<file path="config.mk">
export PLATFORM = sky130hd
export DESIGN_NAME = dano_frota_flat
export DESIGN_NICKNAME = d
export VERILOG_FILES = /design/src/rtl/dano_frota_if.sv /design/src/rtl/dano_frota.sv /design/src/flat_wrapper.sv
export SDC_FILE = /design/constraint.sdc
export NUM_CORES = 1
export LEC_CHECK = 0
export ABC_AREA = 1
export CAP_MARGIN = 15
export CORE_MARGIN = 8
export CORE_UTILIZATION = 30
export CTS_CLUSTER_SIZE = 14
export DETAILED_ROUTE_END_ITERATION = 12
export PLACE_DENSITY = 0.58
export RECOVER_POWER = 100
export SYNTH_ARGS = -nofsm -noshare
export SYNTH_HDL_FRONTEND = slang
export SYNTH_SLANG_ARGS = --single-unit
</file>
<file path="constraint.sdc">
create_clock -name clk -period 3.85 [get_ports clk]
set_clock_uncertainty 0.05 [all_clocks]
set_input_delay 0.5775 -clock clk [delete_from_list [all_inputs] [get_ports clk]]
set_output_delay 0.5775 -clock clk [all_outputs]
set_load 0.03 [all_outputs]
</file>
<file path="src/rtl/dano_frota_if.sv">
`default_nettype none
// +------------------------------------------------------------------+
// | Module   : dano_frota_if                                         |
// | Brief    : Shot-result request / fleet write-back bundle between |
// |            the turn controller, collision checker and dano_frota |
// | Revision : 1.0 - initial release                                 |
// +------------------------------------------------------------------+
interface dano_frota_if #(
   parameter int ADDR_W = 5
) ();
   // request side (turn controller + collision checker)
   logic              start;
   logic              hit;
   logic              jogador;
   logic [ADDR_W-1:0] addr;
   logic [63:0]       clear;
   // fleet memory write port and status
   logic              wrep1;
   logic              wrep2;
   logic [ADDR_W-1:0] wr_addr;
   logic [63:0]       wr_data;
   logic              busy;
   logic              done;
   logic [1:0]        result;
   logic [3:0]        afundados_p1;
   logic [3:0]        afundados_p2;
   logic              game_over;
   logic              perdedor;
   logic              erro;

   modport master (
      output start, hit, jogador, addr, clear,
      input  wrep1, wrep2, wr_addr, wr_data, busy, done, result,
             afundados_p1, afundados_p2, game_over, perdedor, erro
   );

   modport slave (
      input  start, hit, jogador, addr, clear,
      output wrep1, wrep2, wr_addr, wr_data, busy, done, result,
             afundados_p1, afundados_p2, game_over, perdedor, erro
   );
endinterface
`default_nettype wire

</file>
<file path="src/rtl/dano_frota.sv">
`default_nettype none
// +------------------------------------------------------------------+
// | Module   : dano_frota                                            |
// | Brief    : Read-modify-write of a struck ship record: decrements |
// |            remaining pieces, writes the record back to the       |
// |            struck player's fleet memory, counts sunk ships and   |
// |            latches game over.                                    |
// | Revision : 1.0 - initial release                                 |
// +------------------------------------------------------------------+
module dano_frota #(
   parameter int NUM_SHIPS = 5,
   parameter int ADDR_W    = 5
) (
   input  wire logic    clk,
   input  wire logic    rst,
   dano_frota_if.slave  bus
);

   typedef enum logic [1:0] {
      S_IDLE  = 2'd0,
      S_CHECK = 2'd1,
      S_WRITE = 2'd2,
      S_DONE  = 2'd3
   } state_t;

   localparam logic [31:0] c_num_ships_w = NUM_SHIPS;
   localparam logic [3:0]  c_num_ships   = c_num_ships_w[3:0];

   state_t            r_state;
   state_t            w_next;

   // shot snapshot taken at the accepting edge
   logic              r_hit;
   logic              r_jog;
   logic [ADDR_W-1:0] r_addr;
   logic [47:0]       r_clear;

   logic [3:0]        r_sunk_p1;
   logic [3:0]        r_sunk_p2;
   logic              r_game_over;

   logic              w_accept;
   logic [2:0]        w_pieces;
   logic [2:0]        w_new_pieces;
   logic              w_illegal;
   logic [3:0]        w_sunk_cur;
   logic [3:0]        w_sunk_inc;
   logic [63:0]       w_wdata;

   assign w_accept     = (r_state == S_IDLE) && bus.start && !r_game_over;
   assign w_pieces     = r_clear[47:45];
   assign w_new_pieces = w_pieces - 3'd1;
   assign w_illegal    = ({{(32-ADDR_W){1'b0}}, r_addr} >= c_num_ships_w) ||
                         (w_pieces == 3'd0);
   assign w_sunk_cur   = r_jog ? r_sunk_p2 : r_sunk_p1;
   // saturate so a counter can never wrap past the fleet size
   assign w_sunk_inc   = (w_sunk_cur < c_num_ships) ? (w_sunk_cur + 4'd1) : w_sunk_cur;
   // upper bits forced to zero; the slots keep the already-cleared hit coordinate
   assign w_wdata      = {16'h0000, w_new_pieces, r_clear[44:0]};

   // state register
   always_ff @(posedge clk or posedge rst) begin
      if (rst) r_state <= S_IDLE;
      else     r_state <= w_next;
   end

   // next-state decode
   always_comb begin
      w_next = r_state;
      case (r_state)
         S_IDLE:  if (w_accept) w_next = S_CHECK;
         S_CHECK: w_next = (r_hit && !w_illegal) ? S_WRITE : S_DONE;
         S_WRITE: w_next = S_DONE;
         S_DONE:  w_next = S_IDLE;
         default: w_next = S_IDLE;
      endcase
   end

   // shot capture, write-back port, outcome and sunk bookkeeping
   always_ff @(posedge clk or posedge rst) begin
      if (rst) begin
         r_hit            <= 1'b0;
         r_jog            <= 1'b0;
         r_addr           <= '0;
         r_clear          <= '0;
         r_sunk_p1        <= 4'd0;
         r_sunk_p2        <= 4'd0;
         r_game_over      <= 1'b0;
         bus.wrep1        <= 1'b0;
         bus.wrep2        <= 1'b0;
         bus.wr_addr      <= '0;
         bus.wr_data      <= '0;
         bus.result       <= 2'b00;
         bus.perdedor     <= 1'b0;
         bus.erro         <= 1'b0;
      end else begin
         bus.wrep1 <= 1'b0;
         bus.wrep2 <= 1'b0;
         bus.erro  <= 1'b0;
         if (w_accept) begin
            r_hit   <= bus.hit;
            r_jog   <= bus.jogador;
            r_addr  <= bus.addr;
            r_clear <= bus.clear[47:0];
         end
         case (r_state)
            S_CHECK: begin
               if (!r_hit) begin
                  bus.result <= 2'b00;
               end else if (w_illegal) begin
                  bus.result <= 2'b00;
                  bus.erro   <= 1'b1;
               end else begin
                  bus.wr_addr <= r_addr;
                  bus.wr_data <= w_wdata;
                  bus.wrep1   <= !r_jog;
                  bus.wrep2   <= r_jog;
               end
            end
            S_WRITE: begin
               if (w_new_pieces == 3'd0) begin
                  if (r_jog) r_sunk_p2 <= w_sunk_inc;
                  else       r_sunk_p1 <= w_sunk_inc;
                  if (w_sunk_inc == c_num_ships) begin
                     r_game_over  <= 1'b1;
                     bus.perdedor <= r_jog;
                     bus.result   <= 2'b11;
                  end else begin
                     bus.result   <= 2'b10;
                  end
               end else begin
                  bus.result <= 2'b01;
               end
            end
            default: ;
         endcase
      end
   end

   assign bus.busy         = (r_state != S_IDLE);
   assign bus.done         = (r_state == S_DONE);
   assign bus.game_over    = r_game_over;
   assign bus.afundados_p1 = r_sunk_p1;
   assign bus.afundados_p2 = r_sunk_p2;

endmodule
`default_nettype wire
</file>
<file path="src/flat_wrapper.sv">
// flat-port wrapper written by rule: the top's interface ports become plain ports
module dano_frota_flat 
#(
   parameter int NUM_SHIPS = 5,
   parameter int ADDR_W    = 5
)
  (clk, rst, bus_start, bus_hit, bus_jogador, bus_addr, bus_clear, bus_wrep1, bus_wrep2, bus_wr_addr, bus_wr_data, bus_busy, bus_done, bus_result, bus_afundados_p1, bus_afundados_p2, bus_game_over, bus_perdedor, bus_erro);
  dano_frota_if #(.ADDR_W(ADDR_W)) bus_i ();
  input  wire logic clk;
  input  wire logic rst;
  input wire logic [$bits(bus_i.start)-1:0] bus_start;
  input wire logic [$bits(bus_i.hit)-1:0] bus_hit;
  input wire logic [$bits(bus_i.jogador)-1:0] bus_jogador;
  input wire logic [$bits(bus_i.addr)-1:0] bus_addr;
  input wire logic [$bits(bus_i.clear)-1:0] bus_clear;
  output wire logic [$bits(bus_i.wrep1)-1:0] bus_wrep1;
  output wire logic [$bits(bus_i.wrep2)-1:0] bus_wrep2;
  output wire logic [$bits(bus_i.wr_addr)-1:0] bus_wr_addr;
  output wire logic [$bits(bus_i.wr_data)-1:0] bus_wr_data;
  output wire logic [$bits(bus_i.busy)-1:0] bus_busy;
  output wire logic [$bits(bus_i.done)-1:0] bus_done;
  output wire logic [$bits(bus_i.result)-1:0] bus_result;
  output wire logic [$bits(bus_i.afundados_p1)-1:0] bus_afundados_p1;
  output wire logic [$bits(bus_i.afundados_p2)-1:0] bus_afundados_p2;
  output wire logic [$bits(bus_i.game_over)-1:0] bus_game_over;
  output wire logic [$bits(bus_i.perdedor)-1:0] bus_perdedor;
  output wire logic [$bits(bus_i.erro)-1:0] bus_erro;
  assign bus_i.start = bus_start;
  assign bus_i.hit = bus_hit;
  assign bus_i.jogador = bus_jogador;
  assign bus_i.addr = bus_addr;
  assign bus_i.clear = bus_clear;
  assign bus_wrep1 = bus_i.wrep1;
  assign bus_wrep2 = bus_i.wrep2;
  assign bus_wr_addr = bus_i.wr_addr;
  assign bus_wr_data = bus_i.wr_data;
  assign bus_busy = bus_i.busy;
  assign bus_done = bus_i.done;
  assign bus_result = bus_i.result;
  assign bus_afundados_p1 = bus_i.afundados_p1;
  assign bus_afundados_p2 = bus_i.afundados_p2;
  assign bus_game_over = bus_i.game_over;
  assign bus_perdedor = bus_i.perdedor;
  assign bus_erro = bus_i.erro;
  dano_frota #(.NUM_SHIPS(NUM_SHIPS), .ADDR_W(ADDR_W)) u_core (.clk(clk), .rst(rst), .bus(bus_i));
endmodule
</file>
[Word-level counts from Yosys, hierarchy flattened]
Index checks and enable logic that the tools add are counted.
Word-level totals
  flip-flop bits (word level): 125
  bits in latches: 0
  memory bits (writable): 0
  bits in read-only memories: 0
  bits of input ports: 74
  output and inout bits: 86
  logic and storage cells: 63
  memories kept: 0
Cells by class
  add/subtract/negate cells: 2
  multiply operators: 0
  divide/modulo/power cells: 0
  $lt $le $gt $ge: 2
  equality and inequality tests: 6
  shift-type cells: 0
  multiplexer cells: 19
  bitwise operators: 2
  reduce and logical (&&, ||, !) cells: 17
Operators with widths (number)
  $reduce_and 3->1: 4
  $mux 1: 11
  $mux 2: 4
  $mux 4: 2
  $pmux 2 s4: 1
  $logic_not 3->1: 2
  $ge 5x3->1 const B: 1
  $add 4x1->4 const B: 1
  $eq 2x2->1 const B: 2
  $eq 4x3->1 const B: 1
  $lt 4x3->1 const B: 1
  $pmux 2 s2: 1
  $reduce_bool 2->1: 2
  $logic_and 1x1->1: 3
  $logic_not 1->1: 3
  $ne 3x3->1 const B: 1
  $sub 3x1->3 const B: 1
  $eq 2x1->1 const B: 1
  $logic_not 2->1: 1
  $ne 2x1->1 const B: 1
  $not 1->1: 2
  $reduce_and 2->1: 1
  $logic_or 1x1->1: 1

[Longest topological paths before layout]
Gate-level depths: netlist of run 1.
  depth in word-level cells: 7
  depth in mapped cells: 14
  depth with buffers taken out: 14

[Worst setup path before layout of run 1]
OpenSTA, ideal clock, no wires.
  path kind: flip-flop to flip-flop
  start: reg u_core.r_sunk_p2[1], in the netlist u_core.bus.afundados_p2[1]
  end: reg u_core.bus.perdedor
  library setup time: 118 ps
  arrival time: 1519 ps
  required time: 3682 ps
  path slack: 2163 ps
  cell stages (with the launch flop): 13
  buffers on the path: 0
  period minus slack after synthesis: 1687 ps
  cells stage by stage: dfrtp_1 -> nand2_1 -> nand2_1 -> inv_1 -> ha_1 -> inv_1 -> nand3_2 -> nand2_2 -> nand2_1 -> nand2_1 -> nand3_1 -> nand2_1 -> nand2_1
Between the ends
  longest elaborated chain between the ends: 5
  elaborated cells between the ends (all ways): 6
  classes of those cells: add/sub: 1; order compare: 1; eq/ne: 1; mux: 2; reduce/logical: 1
RTL lines
  from (decl): RTL line dano_frota.sv:39  | logic [3:0] r_sunk_p2;
  from (signal assigned): RTL line dano_frota.sv:122  | if (r_jog) r_sunk_p2 <= w_sunk_inc;
  $mux 4 (*): RTL line dano_frota.sv:55  | assign w_sunk_cur = r_jog ? r_sunk_p2 : r_sunk_p1;
  $add 4x1->4 or $lt 4x3->1 (tied branches): RTL line dano_frota.sv:57  | assign w_sunk_inc = (w_sunk_cur < c_num_ships) ? (w_sunk_cur + 4'd1) : w_sunk_cur;
  $mux 4 (*): RTL line dano_frota.sv:57
  $eq 4x3->1 (*): RTL line dano_frota.sv:124  | if (w_sunk_inc == c_num_ships) begin
  $reduce_and 3->1 (no line) (*)
  to (signal assigned): RTL line dano_frota.sv:126  | bus.perdedor <= r_jog;
  to (decl): RTL line dano_frota_if.sv:40  | afundados_p1, afundados_p2, game_over, perdedor, erro
Every way passes the cells marked *; elsewhere a longest branch is shown, timed or not.
A chain may end at the register's enable or synchronous reset.

[Final worst setup path of run 1]
  start: reg u_core.r_clear[45]
  end: reg u_core.bus.wr_data[37]
Between the ends
  longest elaborated chain between the ends: 4
RTL lines
  from (decl): RTL line dano_frota.sv:36  | logic [47:0] r_clear;
  from (signal assigned): RTL line dano_frota.sv:104  | r_clear <= bus.clear[47:0];
  $logic_not 3->1: RTL line dano_frota.sv:54  | (w_pieces == 3'd0);
  $logic_or 1x1->1: RTL line dano_frota.sv:53  | assign w_illegal = ({{(32-ADDR_W){1'b0}}, r_addr} >= c_num_ships_w) ||
  $not 1->1 (no line)
  $reduce_and 3->1 (no line)
  to (signal assigned): RTL line dano_frota.sv:115  | bus.wr_data <= w_wdata;
  to (decl): RTL line dano_frota_if.sv:39  | output wrep1, wrep2, wr_addr, wr_data, busy, done, result,
Every way passes these cells.

==> results of run 1 <==
## power groups by stage
stage | sequential [mW] | combinational [mW] | clock [mW]
CTS | 2.11 | 2.22 | 1.51
global placement | 2.12 | 2.18 | 0
finish | 2.10 | 2.07 | 1.46
global route | 2.17 | 2.32 | 1.57
detailed placement | 2.13 | 2.21 | 0
floorplan | 2.50 | 1.01 | 0
## final cells by class
type	count	area [um2]
Clock buffer	21	480
Tap cell	225	282
Inverter	30	114
Fill cell	1768	9990
Sequential cell	125	3130
Multi-Input combinational cell	421	1730
Timing Repair Buffer	135	1330
Clock inverter	11	67.6
## synthesized netlist by cell type
master | count | area, um2
o21ai_2 | 1 | 8.76
nor3_1 | 1 | 5.00
nor2_1 | 8 | 30.0
inv_2 | 1 | 3.75
nand2_2 | 3 | 18.8
o21ai_0 | 16 | 80.1
nand3_2 | 2 | 20.0
nand3_1 | 9 | 45.0
nand4_1 | 1 | 6.26
buf_4 | 18 | 135
nor2_2 | 1 | 6.26
clkbuf_1 | 11 | 41.3
clkinv_1 | 1 | 3.75
nand2_1 | 350 | 1310
nor2_4 | 1 | 11.3
conb_1 | 1 | 3.75
inv_1 | 28 | 105
buf_2 | 9 | 45.0
buf_6 | 3 | 33.8
o21ai_1 | 1 | 5.00
dfrtp_1 | 125 | 3130
ha_1 | 10 | 125
a21oi_1 | 1 | 5.00
## worst max-delay path by stage
| stage | endpoint | slack, ns | depth (start not counted) |
|---|---|---|---|
| finish | u_core.bus.wr_data[37] | 1.14 | 10 |
| global route | u_core.bus.wr_addr[2] | 0.79 | 3 |
| CTS | bus_busy | 1.22 | 4 |
| detailed placement | u_core.r_clear[6] | 1.57 | 6 |
| global placement | u_core.r_clear[33] | 1.58 | 6 |
| floorplan | u_core.bus.afundados_p1[0] | 1.68 | 1 |
## layer usage
metal,vias to the layer above,track usage [%]
met1,1804,15.2
met2,88,20.4
met5,-,0
li1,2041,-
met4,0,4.59
met3,7,3.73
## metrics by stage
step / area, um2 / hold WS, ns / utilization (%) / instances / power, mW
after floorplan: 5240 / 0.399 / - / 617 / 3.51
after global placement: 6610 / 0.359 / 38.6 / 936 / 4.30
after detailed placement: 6610 / 0.361 / 38.6 / 936 / 4.33
after CTS: 7160 / 0.373 / 41.8 / 968 / 5.84
after global routing: 7120 / 0.392 / 41.6 / 968 / 6.07
final: 7120 / 0.368 / 41.6 / 968 / 5.62
## registers in the layout, indices dropped and copies added, names as in the netlist, 2 cells and up
name and count:
u_core.bus.wr_addr 5, u_core.bus.afundados_p2 4, u_core.bus.afundados_p1 4, u_core.r_addr 5, u_core.bus.wr_data 48, u_core.r_state 2
u_core.bus.result 2, u_core.r_clear 48
## worst max-delay path, delay by kind of cell (launching register included)
| kind | cells | cell delay [ns] |
|---|---|---|
| buf+inv | 3 | 1.47 |
| fa+ha+maj | 2 | 0.31 |
| simple gates | 5 | 0.42 |
| flops | 1 | 0.39 |
## logic make-up after synthesis
group / after synthesis / share of synthesized area, %
compound gates: 19 / 1.91
fa+ha+maj: 10 / 2.42
simple gates: 376 / 28.1
buf+inv: 71 / 7.10
other cells: 1 / 0.0724
flops: 125 / 60.4
==> results.sh, run 1 <==
export IMPL_worstSetupPathType="reg2reg"
export IMPL_violations="capacitance limit, slew limit"
export IMPL_worstHoldEndpoint="u_core.bus.afundados_p2[3]"
export IMPL_crit_path_max_incr_delay_ns=0.73
export IMPL_dpl_worst_slack_ns=1.57
export IMPL_path_clk_slew_ns=0.05
export IMPL_holdPathStages=0
export IMPL_holdBufCountCts=0
export IMPL_grt_max_degree=52
export IMPL_slew_violations=41
export IMPL_start_kind="flop"
export IMPL_layout_commonest_cell="nand2_1"
export IMPL_period_share_pct=70.4
export IMPL_drt_wl_total_um=12900
export IMPL_post_cts_setup_buffers=0
export IMPL_die_x_um=147
export IMPL_fin_ws_ns=1.14
export IMPL_synth_cell_types=23
export IMPL_setup_violations=0
export IMPL_crit_path_frequent_cell="nand2_1"
export IMPL_cp_required_ns=4.14
export IMPL_vias_per_cell=4.07
export IMPL_drt_pass1_iter_count=4
export IMPL_synth_seq_cells=125
export IMPL_fin_nets=814
export IMPL_cp_arrival_ns=3.00
export IMPL_core_area_um2=17100
export IMPL_met3_length_um=659
export IMPL_wl_per_cell_um=13.3
export IMPL_diodes=0
export IMPL_fp_dieArea_um2=21700
export IMPL_worst_r2r_setup_slack_ns=1.14
export IMPL_tns_ns=0
export IMPL_power_density_nw_per_um2=789
export IMPL_p_int_mw=3.43
export IMPL_seq_power_share_pct=37.3
export IMPL_synth_cells=602
export IMPL_overflow=0
export IMPL_drtIter0Drc=159
export IMPL_hpwl_um=8700
export IMPL_area_delta_synth_final_pct=37.5
export IMPL_cts_max_level=4
export IMPL_clk_root_buffer_cell="clkbuf_16"
export IMPL_cts_resized=0
export IMPL_hold_start="u_core.bus.afundados_p2[3]"
export IMPL_wl_met1_um=5830
export IMPL_critPathLaunch="u_core.r_clear[45]"
export IMPL_synth_warnings=0
export IMPL_ir_worst_vdd_v=0.000337
export IMPL_pwr_share_clk_pct=25.9
export IMPL_grt_use_total_pct=12.4
export IMPL_slew_headroom_pct=-25.3
export IMPL_crit_path_max_fanout=31
export IMPL_clk_latency_ns=0.41
export IMPL_antenna_found_initial=0
export IMPL_clock_sinks=125
export IMPL_top_layer="met4"
export IMPL_period_needed_ns=2.71
export IMPL_power_leakage_nw=3.83
export IMPL_crit_chain="inv_1 -> ha_1 -> ha_1 -> nor3_1 -> nand2_1 -> nor2_4 -> inv_1 -> clkbuf_2 -> nand2_1 -> nand2_1"
export IMPL_cts_tree="done"
export IMPL_outcome="complete, but fails checks"
export IMPL_syn_cell_area_um2=5180
export IMPL_crit_path_end_kind="flop"
export IMPL_drc_errors=0
export IMPL_worstMarginPinSlew_ns=1.87
export IMPL_rows=48
export IMPL_yosysSeqAreaShare_pct=60.4
export IMPL_reg2reg_depth=10
export IMPL_p_switching_mw=2.19
export IMPL_crit_reg2reg_launch="u_core.r_clear[45]"
export IMPL_cts_max_path_buffers=2
export IMPL_grt_first_pass_wirelength_um=21400
export IMPL_comb_power_share_pct=36.8
export IMPL_drv_cap=1
export IMPL_initial_utilization_pct=30.3
export IMPL_place_congestion=0.745
export IMPL_rsz0062_at_grt="no"
export IMPL_numCtsBuffers=17
export IMPL_grt_pass1_vias=4131
export IMPL_hold_path_class="reg2reg"
export IMPL_mostFrequentLayoutCells="351 x nand2_1, 125 x dfrtp_1, 71 x dlygate4sd3_1, 56 x clkdlybuf4s50_1, 29 x inv_1"
export IMPL_slowest_stage="clkbuf_2"
export IMPL_swShare_pct=39.0
export IMPL_syn_avg_cell_area_um2=8.60
export IMPL_die_h_um=147
export IMPL_drtAntennaViolNets=0
export IMPL_fmax_mhz=369
export IMPL_vias=3940
export IMPL_io_buffer_count=127
export IMPL_drive_gt1_share_pct=5.79
export IMPL_r2r_end="u_core.bus.wr_data[37]"
export IMPL_finalHoldViolCount=0
export IMPL_route_met2_wl_um=6220
export IMPL_ios=160
(Power assumes the default switching activity.)
==> inputs of run 2 (changes only) <==
PLACE_DENSITY = 0.55   (was 0.58)
clock period = 2.6 ns   (was 3.85 ns; I/O delays follow)
==> run 2 against run 1 <==
Net effect:
- the run now ends clean
- critical path depth fell by 6
- setup slack got worse by 0.95 ns
- register-to-register slack got worse by 0.69 ns
- clock power rose by 53%
- global-route usage rose by 0.34 points
- utilization rose by 0.051 points
- design area rose by 0.12%
- power rose by 50%
- critical endpoint is now bus_busy
- sequential power rose by 49%
==> results.sh, run 2 (synthesized netlist as in run 1, its figures left out) <==
export IMPL_fin_nets=812
export IMPL_clock_sinks=125
export IMPL_clk_latency_ns=0.41
export IMPL_period_needed_ns=2.41
export IMPL_holdBufCountCts=0
export IMPL_drv_cap=0
export IMPL_final_area_um2=7130
export IMPL_wl_per_cell_um=13.7
export IMPL_drc_errors=0
export IMPL_cts_tree="done"
export IMPL_fp_dieArea_um2=21700
export IMPL_ir_worst_vdd_v=0.000472
export IMPL_clk_root_buffer_cell="clkbuf_16"
export IMPL_crit_path_max_fanout=4
export IMPL_die_h_um=147
export IMPL_fmax_mhz=415
export IMPL_cts_max_level=4
export IMPL_start_kind="flop"
export IMPL_drt_wl_total_um=13200
export IMPL_antenna_found_initial=1
export IMPL_core_area_um2=17100
export IMPL_place_congestion=0.779
export IMPL_post_cts_setup_buffers=0
export IMPL_worstSetupPathType="reg2out"
export IMPL_hpwl_um=8960
export IMPL_cts_max_path_buffers=2
export IMPL_swShare_pct=38.3
export IMPL_drtAntennaViolNets=0
export IMPL_power_leakage_nw=3.84
export IMPL_rsz0062_at_grt="no"
export IMPL_p_switching_mw=3.23
export IMPL_setup_violations=0
export IMPL_finalHoldViolCount=0
export IMPL_comb_power_share_pct=36.6
export IMPL_outcome="finished clean"
export IMPL_p_int_mw=5.20
export IMPL_place_area_um2=6620
export IMPL_rows=48
export IMPL_power_density_nw_per_um2=1180
export IMPL_initial_utilization_pct=30.3
export IMPL_crit_path_end_kind="output port"
export IMPL_tns_ns=0
export IMPL_ios=160
export IMPL_reg2reg_depth=13
export IMPL_cts_resized=0
export IMPL_slew_violations=0
export IMPL_numCtsBuffers=17
export IMPL_vias_per_cell=4.21
export IMPL_vias=4067
export IMPL_overflow=0
export IMPL_cp_arrival_ns=1.97
export IMPL_layout_commonest_cell="nand2_1"
export IMPL_grt_pass1_vias=4370
export IMPL_grt_max_degree=84
export IMPL_drive_gt1_share_pct=5.00
export IMPL_grt_first_pass_wirelength_um=22300
export IMPL_grt_use_total_pct=12.8
export IMPL_holdPathStages=0
export IMPL_diodes=0
export IMPL_pwr_share_clk_pct=26.4
export IMPL_drtIter0Drc=222
export IMPL_top_regs="u_core.bus.wr_data: 48 flops, u_core.r_clear: 48 flops"
export IMPL_drt_pass1_iter_count=4
export IMPL_hold_path_class="reg2reg"
export IMPL_mostFrequentLayoutCells="352 x nand2_1, 125 x dfrtp_1, 71 x dlygate4sd3_1, 56 x clkdlybuf4s50_1, 28 x inv_1"
export IMPL_period_share_pct=92.8
export IMPL_io_buffer_count=127
export IMPL_worstMarginPinSlew_ns=1.18
export IMPL_cp_required_ns=2.16
export IMPL_seq_power_share_pct=37.0
export IMPL_slew_headroom_pct=21.3
export IMPL_path_clk_slew_ns=0.05
export IMPL_die_x_um=147
export IMPL_area_delta_synth_final_pct=37.7
==> run 2: cell count changes in the layout (fill, tap and decap cells not counted), moves of 2 or more <==
cell	change
clkbuf_8	-3
clkinvlp_4	-3
bufinv_16	+2
clkbuf_1	+2
clkbuf_2	-2
clkbuf_4	+2
==> run 2: metrics by stage <==
stage | power [mW] | hold slack [ns] | utilization (%) | cells | setup slack, ns
after floorplan | 5.20 | 0.399 | - | 617 | 0.621
after global placement | 6.37 | 0.368 | 38.7 | 934 | 0.565
after detailed placement | 6.46 | 0.375 | 38.7 | 934 | 0.508
after CTS | 8.76 | 0.387 | 41.9 | 965 | 0.195
after global routing | 9.08 | 0.401 | 41.7 | 965 | 0.0897
final | 8.44 | 0.381 | 41.7 | 965 | 0.188
==> run 2: layout make-up <==
type	count	area, um2
Clock inverter	8	92.6
Clock buffer	23	458
Fill cell	1724	9980
Inverter	30	116
Sequential cell	125	3130
Timing Repair Buffer	133	1340
Multi-Input combinational cell	421	1720
Tap cell	225	282
==> run 2: worst paths after layout <==
| kind | startpoint | to | slack [ns] |
|---|---|---|---|
| min in group asynchronous | rst | u_core.r_clear[25] | 0.78 |
| max | u_core.r_state[0] | bus_busy | 0.19 |
| max reg2reg | u_core.r_jog | u_core.bus.perdedor | 0.45 |
| min | u_core.bus.afundados_p2[3] | u_core.bus.afundados_p2[3] | 0.38 |
| min reg2reg | u_core.bus.afundados_p2[3] | u_core.bus.afundados_p2[3] | 0.38 |
| max in group asynchronous | rst | u_core.r_clear[5] | 0.88 |
==> run 2: worst max-delay path, stage by stage, from the launching register on <==
cell           delay [ns]
dfrtp_1              0.39
inv_1                0.10
ha_1                 0.23
inv_1                0.08
dlygate4sd3_1        0.76
==> run 2: power by group through the flow <==
stage	logic [mW]	clock network [mW]	registers (mW)
global placement	3.23	0	3.14
detailed placement	3.29	0	3.17
finish	3.08	2.23	3.12
CTS	3.31	2.30	3.14
global route	3.47	2.38	3.23
floorplan	1.49	0	3.71
==> run 2: layer usage <==
layer  up-vias  global-route usage, %  wire length [um]
li1       2044                      -                 -
met1      1918                   15.0              5770
met2        88                   21.7              6550
met3        15                   3.42               654
met4         2                   5.51               186
met5         -                      0                 9
